==> src/rtl/rv32i_types.sv <==
// rv32i_types: shared RV32 M-extension types, divide sequencer states and zero-divisor constants
package rv32i_types;

    typedef enum logic [2:0] {
        mul    = 3'b000,
        mulh   = 3'b001,
        mulhsu = 3'b010,
        mulhu  = 3'b011,
        div    = 3'b100,
        divu   = 3'b101,
        rem    = 3'b110,
        remu   = 3'b111
    } mex_funct3_t;

    typedef enum logic [2:0] {
        IDLE,
        ISSUE,
        WAIT,
        RESP,
        DRAIN
    } mdu_seq_state_t;

    localparam logic [31:0] MDU_DIV0_QUOT = 32'hFFFF_FFFF;

endpackage

==> src/rtl/mdu_reuse_buf.sv <==
// mdu_reuse_buf: last divider result cache and hit compare, present only with MDU_DIVREM_REUSE_EN
`ifdef MDU_DIVREM_REUSE_EN
module mdu_reuse_buf (
    input  logic        clk_i,
    input  logic        rst_ni,
    input  logic        upd_i,
    input  logic        inv_i,
    input  logic [31:0] upd_rs1_i,
    input  logic [31:0] upd_rs2_i,
    input  logic        upd_sgn_i,
    input  logic [31:0] upd_quot_i,
    input  logic [31:0] upd_rem_i,
    input  logic [31:0] lk_rs1_i,
    input  logic [31:0] lk_rs2_i,
    input  logic        lk_sgn_i,
    input  logic        lk_rem_i,
    output logic        hit_o,
    output logic [31:0] data_o
);
    logic        valid_q, sgn_q;
    logic [31:0] rs1_q, rs2_q, quot_q, rem_q;

    // Drop the entry when a divide is abandoned, otherwise refill on each completed divide
    always_ff @(posedge clk_i or negedge rst_ni) begin
        if (!rst_ni) begin
            valid_q <= 1'b0;
            sgn_q   <= 1'b0;
            rs1_q   <= '0;
            rs2_q   <= '0;
            quot_q  <= '0;
            rem_q   <= '0;
        end else if (inv_i) begin
            valid_q <= 1'b0;
        end else if (upd_i) begin
            valid_q <= 1'b1;
            sgn_q   <= upd_sgn_i;
            rs1_q   <= upd_rs1_i;
            rs2_q   <= upd_rs2_i;
            quot_q  <= upd_quot_i;
            rem_q   <= upd_rem_i;
        end
    end

    assign hit_o  = valid_q & (rs1_q == lk_rs1_i) & (rs2_q == lk_rs2_i) & (sgn_q == lk_sgn_i);
    assign data_o = lk_rem_i ? rem_q : quot_q;

endmodule
`endif

==> src/rtl/mdu_div_sequencer.sv <==
// mdu_div_sequencer: EX-side divide request sequencer driving the divider; MDU_DIVREM_REUSE_EN adds a result cache
module mdu_div_sequencer
    import rv32i_types::*;
(
    input  logic        clk_i,
    input  logic        rst_ni,
    input  logic        req_valid_i,
    input  mex_funct3_t req_funct3_i,
    input  logic [31:0] req_rs1_i,
    input  logic [31:0] req_rs2_i,
    output logic        req_ready_o,
    input  logic        flush_i,
    output logic        stall_o,
    output logic        resp_valid_o,
    output logic [31:0] resp_data_o,
    output logic        div_start_o,
    output mex_funct3_t div_op_o,
    output logic [31:0] div_dividend_o,
    output logic [31:0] div_divisor_o,
    input  logic        div_fin_i,
    input  logic [31:0] div_quotient_i,
    input  logic [31:0] div_remainder_i
);
    mdu_seq_state_t state_q, state_d;
    mex_funct3_t    op_q;
    logic [31:0]    rs1_q, rs2_q, res_q, res_d, fast_data, hit_data;
    logic           accept, fast, hit, div_done;

    assign accept    = req_valid_i & req_ready_o & ~flush_i;
    assign div_done  = (state_q == WAIT) & div_fin_i & ~flush_i;
    assign fast      = (req_rs2_i == '0) | ~req_funct3_i[2] | hit;
    assign fast_data = ~req_funct3_i[2]    ? '0 :
                       (req_rs2_i == '0)   ? (req_funct3_i[1] ? req_rs1_i : MDU_DIV0_QUOT) :
                                             hit_data;

`ifdef MDU_DIVREM_REUSE_EN
    mdu_reuse_buf u_reuse (
        .clk_i      (clk_i),
        .rst_ni     (rst_ni),
        .upd_i      (div_done),
        .inv_i      (flush_i & ((state_q == ISSUE) | (state_q == WAIT))),
        .upd_rs1_i  (rs1_q),
        .upd_rs2_i  (rs2_q),
        .upd_sgn_i  (op_q[0]),
        .upd_quot_i (div_quotient_i),
        .upd_rem_i  (div_remainder_i),
        .lk_rs1_i   (req_rs1_i),
        .lk_rs2_i   (req_rs2_i),
        .lk_sgn_i   (req_funct3_i[0]),
        .lk_rem_i   (req_funct3_i[1]),
        .hit_o      (hit),
        .data_o     (hit_data)
    );
`else
    assign hit      = 1'b0;
    assign hit_data = '0;
`endif

    // Next state; a flush that coincides with fin in WAIT has nothing left to drain
    always_comb begin
        state_d = state_q;
        case (state_q)
            IDLE:    state_d = accept ? (fast ? RESP : ISSUE) : IDLE;
            ISSUE:   state_d = flush_i ? DRAIN : WAIT;
            WAIT:    state_d = flush_i ? (div_fin_i ? IDLE : DRAIN) : (div_fin_i ? RESP : WAIT);
            RESP:    state_d = IDLE;
            DRAIN:   state_d = div_fin_i ? IDLE : DRAIN;
            default: state_d = IDLE;
        endcase
    end

    // Result register: fast-path value on accept, selected divider field on fin
    always_comb begin
        res_d = (accept & fast) ? fast_data :
                div_done        ? (op_q[1] ? div_remainder_i : div_quotient_i) :
                                  res_q;
    end

    // State and request latches; operands stay put until the next accept
    always_ff @(posedge clk_i or negedge rst_ni) begin
        if (!rst_ni) begin
            state_q <= IDLE;
            op_q    <= divu;
            rs1_q   <= '0;
            rs2_q   <= '0;
            res_q   <= '0;
        end else begin
            state_q <= state_d;
            res_q   <= res_d;
            if (accept) begin
                op_q  <= req_funct3_i;
                rs1_q <= req_rs1_i;
                rs2_q <= req_rs2_i;
            end
        end
    end

    assign req_ready_o    = (state_q == IDLE);
    assign stall_o        = ~req_ready_o;
    assign resp_valid_o   = (state_q == RESP) & ~flush_i;
    assign resp_data_o    = res_q;
    assign div_start_o    = (state_q == ISSUE);
    assign div_op_o       = op_q;
    assign div_dividend_o = rs1_q;
    assign div_divisor_o  = rs2_q;

endmodule

==> config.mk <==
export PLATFORM = sky130hd
export DESIGN_NAME = mdu_div_sequencer
export DESIGN_NICKNAME = d
export VERILOG_FILES = /design/src/rtl/rv32i_types.sv /design/src/rtl/mdu_reuse_buf.sv /design/src/rtl/mdu_div_sequencer.sv
export SDC_FILE = /design/constraint.sdc
export NUM_CORES = 1
export LEC_CHECK = 0
export ABC_AREA = 1
export ABC_CLOCK_PERIOD_IN_PS = 2100
export BUFFER_PORTS_ARGS = -buffer_cell sky130_fd_sc_hd__buf_2
export CAP_MARGIN = 20
export CORE_MARGIN = 8
export CORE_UTILIZATION = 47
export DETAILED_ROUTE_END_ITERATION = 16
export GPL_TIMING_DRIVEN = 0
export PLACE_DENSITY = 0.81
export SLEW_MARGIN = 20
export SYNTH_ARGS = -nofsm -noshare
export SYNTH_HDL_FRONTEND = slang
export SYNTH_SLANG_ARGS = --single-unit
==> constraint.sdc <==
create_clock -name clk_i -period 2.1 [get_ports clk_i]
set_clock_uncertainty 0.2 [all_clocks]
set_input_delay 0.105 -clock clk_i [delete_from_list [all_inputs] [get_ports clk_i]]
set_output_delay 0.105 -clock clk_i [all_outputs]
set_load 0.1 [all_outputs]
# After elaboration in Yosys (flattened, before gate mapping)
# Cells that the tools add are included.
[classes] muxes=13 n_reduce_logical=3 n_eq_ne=4 bitwise_logic=10
[ops] cell="32-bit two-way mux" count=6
[ops] cell="32-bit zero test" count=1
[ops] cell="3-bit case mux with 4 select lines" count=1
[ops] cell="3-bit two-way mux" count=3
[ops] cell="1-bit AND" count=6
[ops] cell="3-bit by 2-bit == test with 1-bit output (second input constant)" count=2
[ops] cell="2-bit two-way mux" count=2
[ops] cell="3-bit by 1-bit == test with 1-bit output (second input constant)" count=1
[ops] cell="3-bit == test (second input constant)" count=1
[ops] cell="3-bit zero test" count=1
[ops] cell="1-bit NOT" count=3
[ops] cell="2-bit nonzero test" count=1
[ops] cell="1-bit two-way mux" count=1
[ops] cell="1-bit bitwise OR" count=1
[totals] wordCells=35 register_bits=102

# Logic depth before layout (Yosys ltp)
[logic_depth] ltp_word=5 ltp_mapped=12

# Worst setup path after synthesis
# Ideal clock, no wire load.
[synth_timing] path_type="register to output" startpoint="register state_q[2]" endpoint="output port resp_valid_o" setup_slack_ps=-1529 path_stages_with_launch=2 required_ps=1795 arrival_ps=3324 n_path_buf=0 cell_sequence="dfrtp_1 nor4_1"
[synth_between] elab_chain_len=2
[synth_lines] element="start, declared" line="mdu_div_sequencer.sv:24" rtl="mdu_seq_state_t state_q, state_d;"
[synth_lines] element="start signal, assigned" line="mdu_div_sequencer.sv:88" rtl="state_q <= state_d;"
[synth_lines] element="3-bit by 2-bit == test with 1-bit output" line="mdu_div_sequencer.sv:100" rtl="assign resp_valid_o = (state_q == RESP) & ~flush_i;"
[synth_lines] element="1-bit AND" line="mdu_div_sequencer.sv:100"
[synth_lines] element="end, declared" line="mdu_div_sequencer.sv:14" rtl="output logic resp_valid_o,"
# No other way between the ends.

# Final worst setup path
[layout_timing] startpoint="register state_q[2]" endpoint="register rs1_q[27] (netlist: div_dividend_o[27])"
[layout_between] elab_chain_len=3
[layout_lines] element="3-bit zero test" line="mdu_div_sequencer.sv:98" rtl="assign req_ready_o = (state_q == IDLE);"
[layout_lines] element="1-bit AND (2 in a row)" line="mdu_div_sequencer.sv:29" rtl="assign accept = req_valid_i & req_ready_o & ~flush_i;"
[layout_lines] element="end signal, assigned" line="mdu_div_sequencer.sv:92" rtl="rs1_q <= req_rs1_i;"
[layout_lines] element="end, declared" line="mdu_div_sequencer.sv:26" rtl="logic [31:0] rs1_q, rs2_q, res_q, res_d, fast_data, hit_data;"
# No other way between the ends.
# A chain may end at the register's enable or synchronous reset.

==> impl_metrics.env <==
export IMPL_worst_setup_path_end_kind="register"
export IMPL_crit_buf_inv=4
export IMPL_drive_above_1_share_pct=33.17
export IMPL_maxSlewHeadroom_pct=63.69
export IMPL_slowest_stage="dfrtp_2"
export IMPL_synth_xor_area_share_pct=0
export IMPL_placed_cell_area_sq_um=6477
export IMPL_regToRegSetupSlack_ps=70
export IMPL_pin_count=239
export IMPL_met2_length_um=10450
export IMPL_drv_cap=0
export IMPL_drtAntennaViolNets=0
export IMPL_maxSlewViolCount=0
export IMPL_h_tree_depth=3
export IMPL_dieArea_sq_um=14250
export IMPL_routedLengthMet1_um=7853
export IMPL_multi_input_area_sq_um=2301
export IMPL_synth_top_area_share_pct=49.84
export IMPL_nNetsFinal=1141
export IMPL_synth_top_area_cell="dfrtp_1"
export IMPL_synth_mux_area_share_pct=7.152
export IMPL_grt_usage_pct=29.55
export IMPL_wl_per_cell_um=18.64
export IMPL_finalWirelength_um=21480
export IMPL_met3_length_um=1846
export IMPL_ys_ff_latch=102
export IMPL_die_w_um=119.4
export IMPL_vias_per_cell=5.288
export IMPL_row_count=37
export IMPL_drc=0
export IMPL_timing_critical_path_mode_cell="nand2_1"
export IMPL_grt_pass1_vias=6476
export IMPL_worstMarginPinSlew_ps=544.7
export IMPL_fin_util_pct=78.10
export IMPL_synth_top_family_by_area="simple AND/OR/NAND/NOR gates"
export IMPL_insertion_delay_ps=360
export IMPL_path_max_fanout=10
export IMPL_async_flop_share_pct=100.0
export IMPL_regArea_sq_um=2562
export IMPL_r2r_cells=8
export IMPL_top_layer="met4"
export IMPL_instances_no_fill=1152
export IMPL_start_kind="register"
export IMPL_antenna_found_initial=6
export IMPL_post_synth_and_or_nand_nor_area_fraction_pct=31.47
export IMPL_cts_tree="done"
export IMPL_initial_core_util_pct=48.42
export IMPL_dp_cells=999
export IMPL_hold_path_class="primary input to async pin"
export IMPL_synth_most_common_cell="nand2_1"
export IMPL_grt_max_degree=63
export IMPL_overflow=0
export IMPL_status="finished clean"
export IMPL_fmaxAchievable_mhz=491.9
export IMPL_timing_rr_end="div_dividend_o[27]"
export IMPL_crit_family="buffers and inverters"
export IMPL_synth_distinct_cells=26
export IMPL_cp_slowest_stage_delay_ps=490
export IMPL_firstDrtPassIters=5
export IMPL_post_route_period_util_pct=96.80
export IMPL_synth_adder_area_share_pct=0
export IMPL_r2r_start="state_q[2]"
export IMPL_yosys_top_cells_count="334 x nand2_1, 100 x dfrtp_1, 34 x nand3_1"
export IMPL_via_count=6092
export IMPL_yosys_warnings=0
export IMPL_mappedNetlistArea_sq_um=5021
export IMPL_core_area_sq_um=10370
export IMPL_synth_nets=760
export IMPL_dp_hpwl_um=13020
export IMPL_synth_compound_area_share_pct=5.482
export IMPL_rsz0062_at_grt="no"
export IMPL_port_buffers=238
export IMPL_cts_num_sinks=102
export IMPL_period_needed_ps=2033
export IMPL_synthFlopType="dfrtp_1"
export IMPL_worstSetupPathType="register to register"
export IMPL_cts_root_buffer="clkbuf_8"
export IMPL_fin_area_sq_um=8099
export IMPL_fp_dieH_um=119.4
export IMPL_finalSetupViolCount=0
export IMPL_tns_ps=0
export IMPL_hold_viol=0
export IMPL_netlist_instances=624
export IMPL_critPathRequiredTime_ps=2200
export IMPL_path_clk_slew_ps=110
export IMPL_num_fill_cells=666
export IMPL_cts_buffers=9
export IMPL_synth_avg_cell_area_sq_um=8.047
export IMPL_place_gp_congestion=0.8609
export IMPL_netlist_top_cells_area="dfrtp_1 50%, nand2_1 25%, mux2_2 7.0%"
export IMPL_drt_iter0_markers=538
export IMPL_yosysSeqAreaShare_pct=50.88
export IMPL_cp_data_arrival_time_ps=2130
export IMPL_synth_edff_count=0
export IMPL_grt_pass1_wl_um=33700
export IMPL_cts_buffer_depth=2
export IMPL_areaGrowthSynthToFinish_pct=61.30
export IMPL_crit_chain="inv_1 > nand2_8 > inv_12 > nand3_4 > clkinv_4 > buf_1 > nand2_1 > nand2_1"
[logic make-up (layout without fill, tap and decap cells)]
family	Yosys count	count (layout)
AOI/OAI and AO/OA	39	39
muxes	32	32
buffers and inverters	53	439
other	0	6
and+or+nand+nor	398	398
DFF	102	102
[timing repair]
action	4_1_cts	5_1_grt
hold endpoints to repair	200	0
resized for setup	2	30
gates cloned	0	1
pin swaps	0	5
buffers inserted	0	1
setup endpoints to repair	3	67
hold buffers	130	0
[area by class of cell]
type | instances | area share (%)
timing repair buffer | 371 | 31.59
inverter | 13 | 0.8188
multi-input combinational | 469 | 28.41
sequential | 102 | 31.64
antenna | 6 | 0.1854
clock inverter | 4 | 0.6952
buffer | 39 | 2.765
tap | 136 | 2.101
clock buffer | 12 | 1.792
[routing by layer]
| layer | up-vias | track usage [%] |
|---|---|---|
| met2 | 372 | 49.32 |
| met3 | 117 | 8.030 |
| met4 | 0 | 19.20 |
| met1 | 2840 | 32.82 |
| li1 | 2763 | - |
| met5 | - | 0 |
[cells in the final DEF, fill, tap and decap left out, drive strengths merged]
cell and count:
dlygate4sd3 130, diode 6, nand2 336, buf 261
dfstp 2, o21ai 6, mux2 31, a21oi 1
clkinv 4, nand3 35, clkbuf 31, mux2i 1
nor3 2, nor2 23, inv 12, nand3b 1
nor4 1, dfrtp 100, o211ai 32, bufinv 1
[state kept, by name, summed over array words and instances (netlist names)]
signal and cells:
div_dividend_o 32, div_divisor_o 32, resp_data_o 32, div_op_o 3
state_q 3
[how the worst max path moves through the flow]
stage,from,to,slack (ps),depth (start not counted)
4_1_cts,state_q[2],resp_data_o[28],50,12
5_1_grt,state_q[0],resp_data_o[28],5,12
2_1_floorplan,state_q[2],resp_data_o[24],50,12
3_5_place_dp,state_q[2],resp_data_o[28],30,12
3_3_place_gp,rst_ni,div_op_o[1],-670,1
6_report,state_q[2],div_dividend_o[27],70,8
[through the flow]
step           worst slack, ps  hold WS [ps]
2_1_floorplan            48.08        -390.6
3_3_place_gp            -669.3         99.99
3_5_place_dp             28.77        -155.1
4_1_cts                  52.56         3.939
5_1_grt                  4.699         36.20
6_report                 67.20         5.159
Power is not shown: default switching activity piles up to over one toggle a cycle in this logic, so the estimate is an artifact.
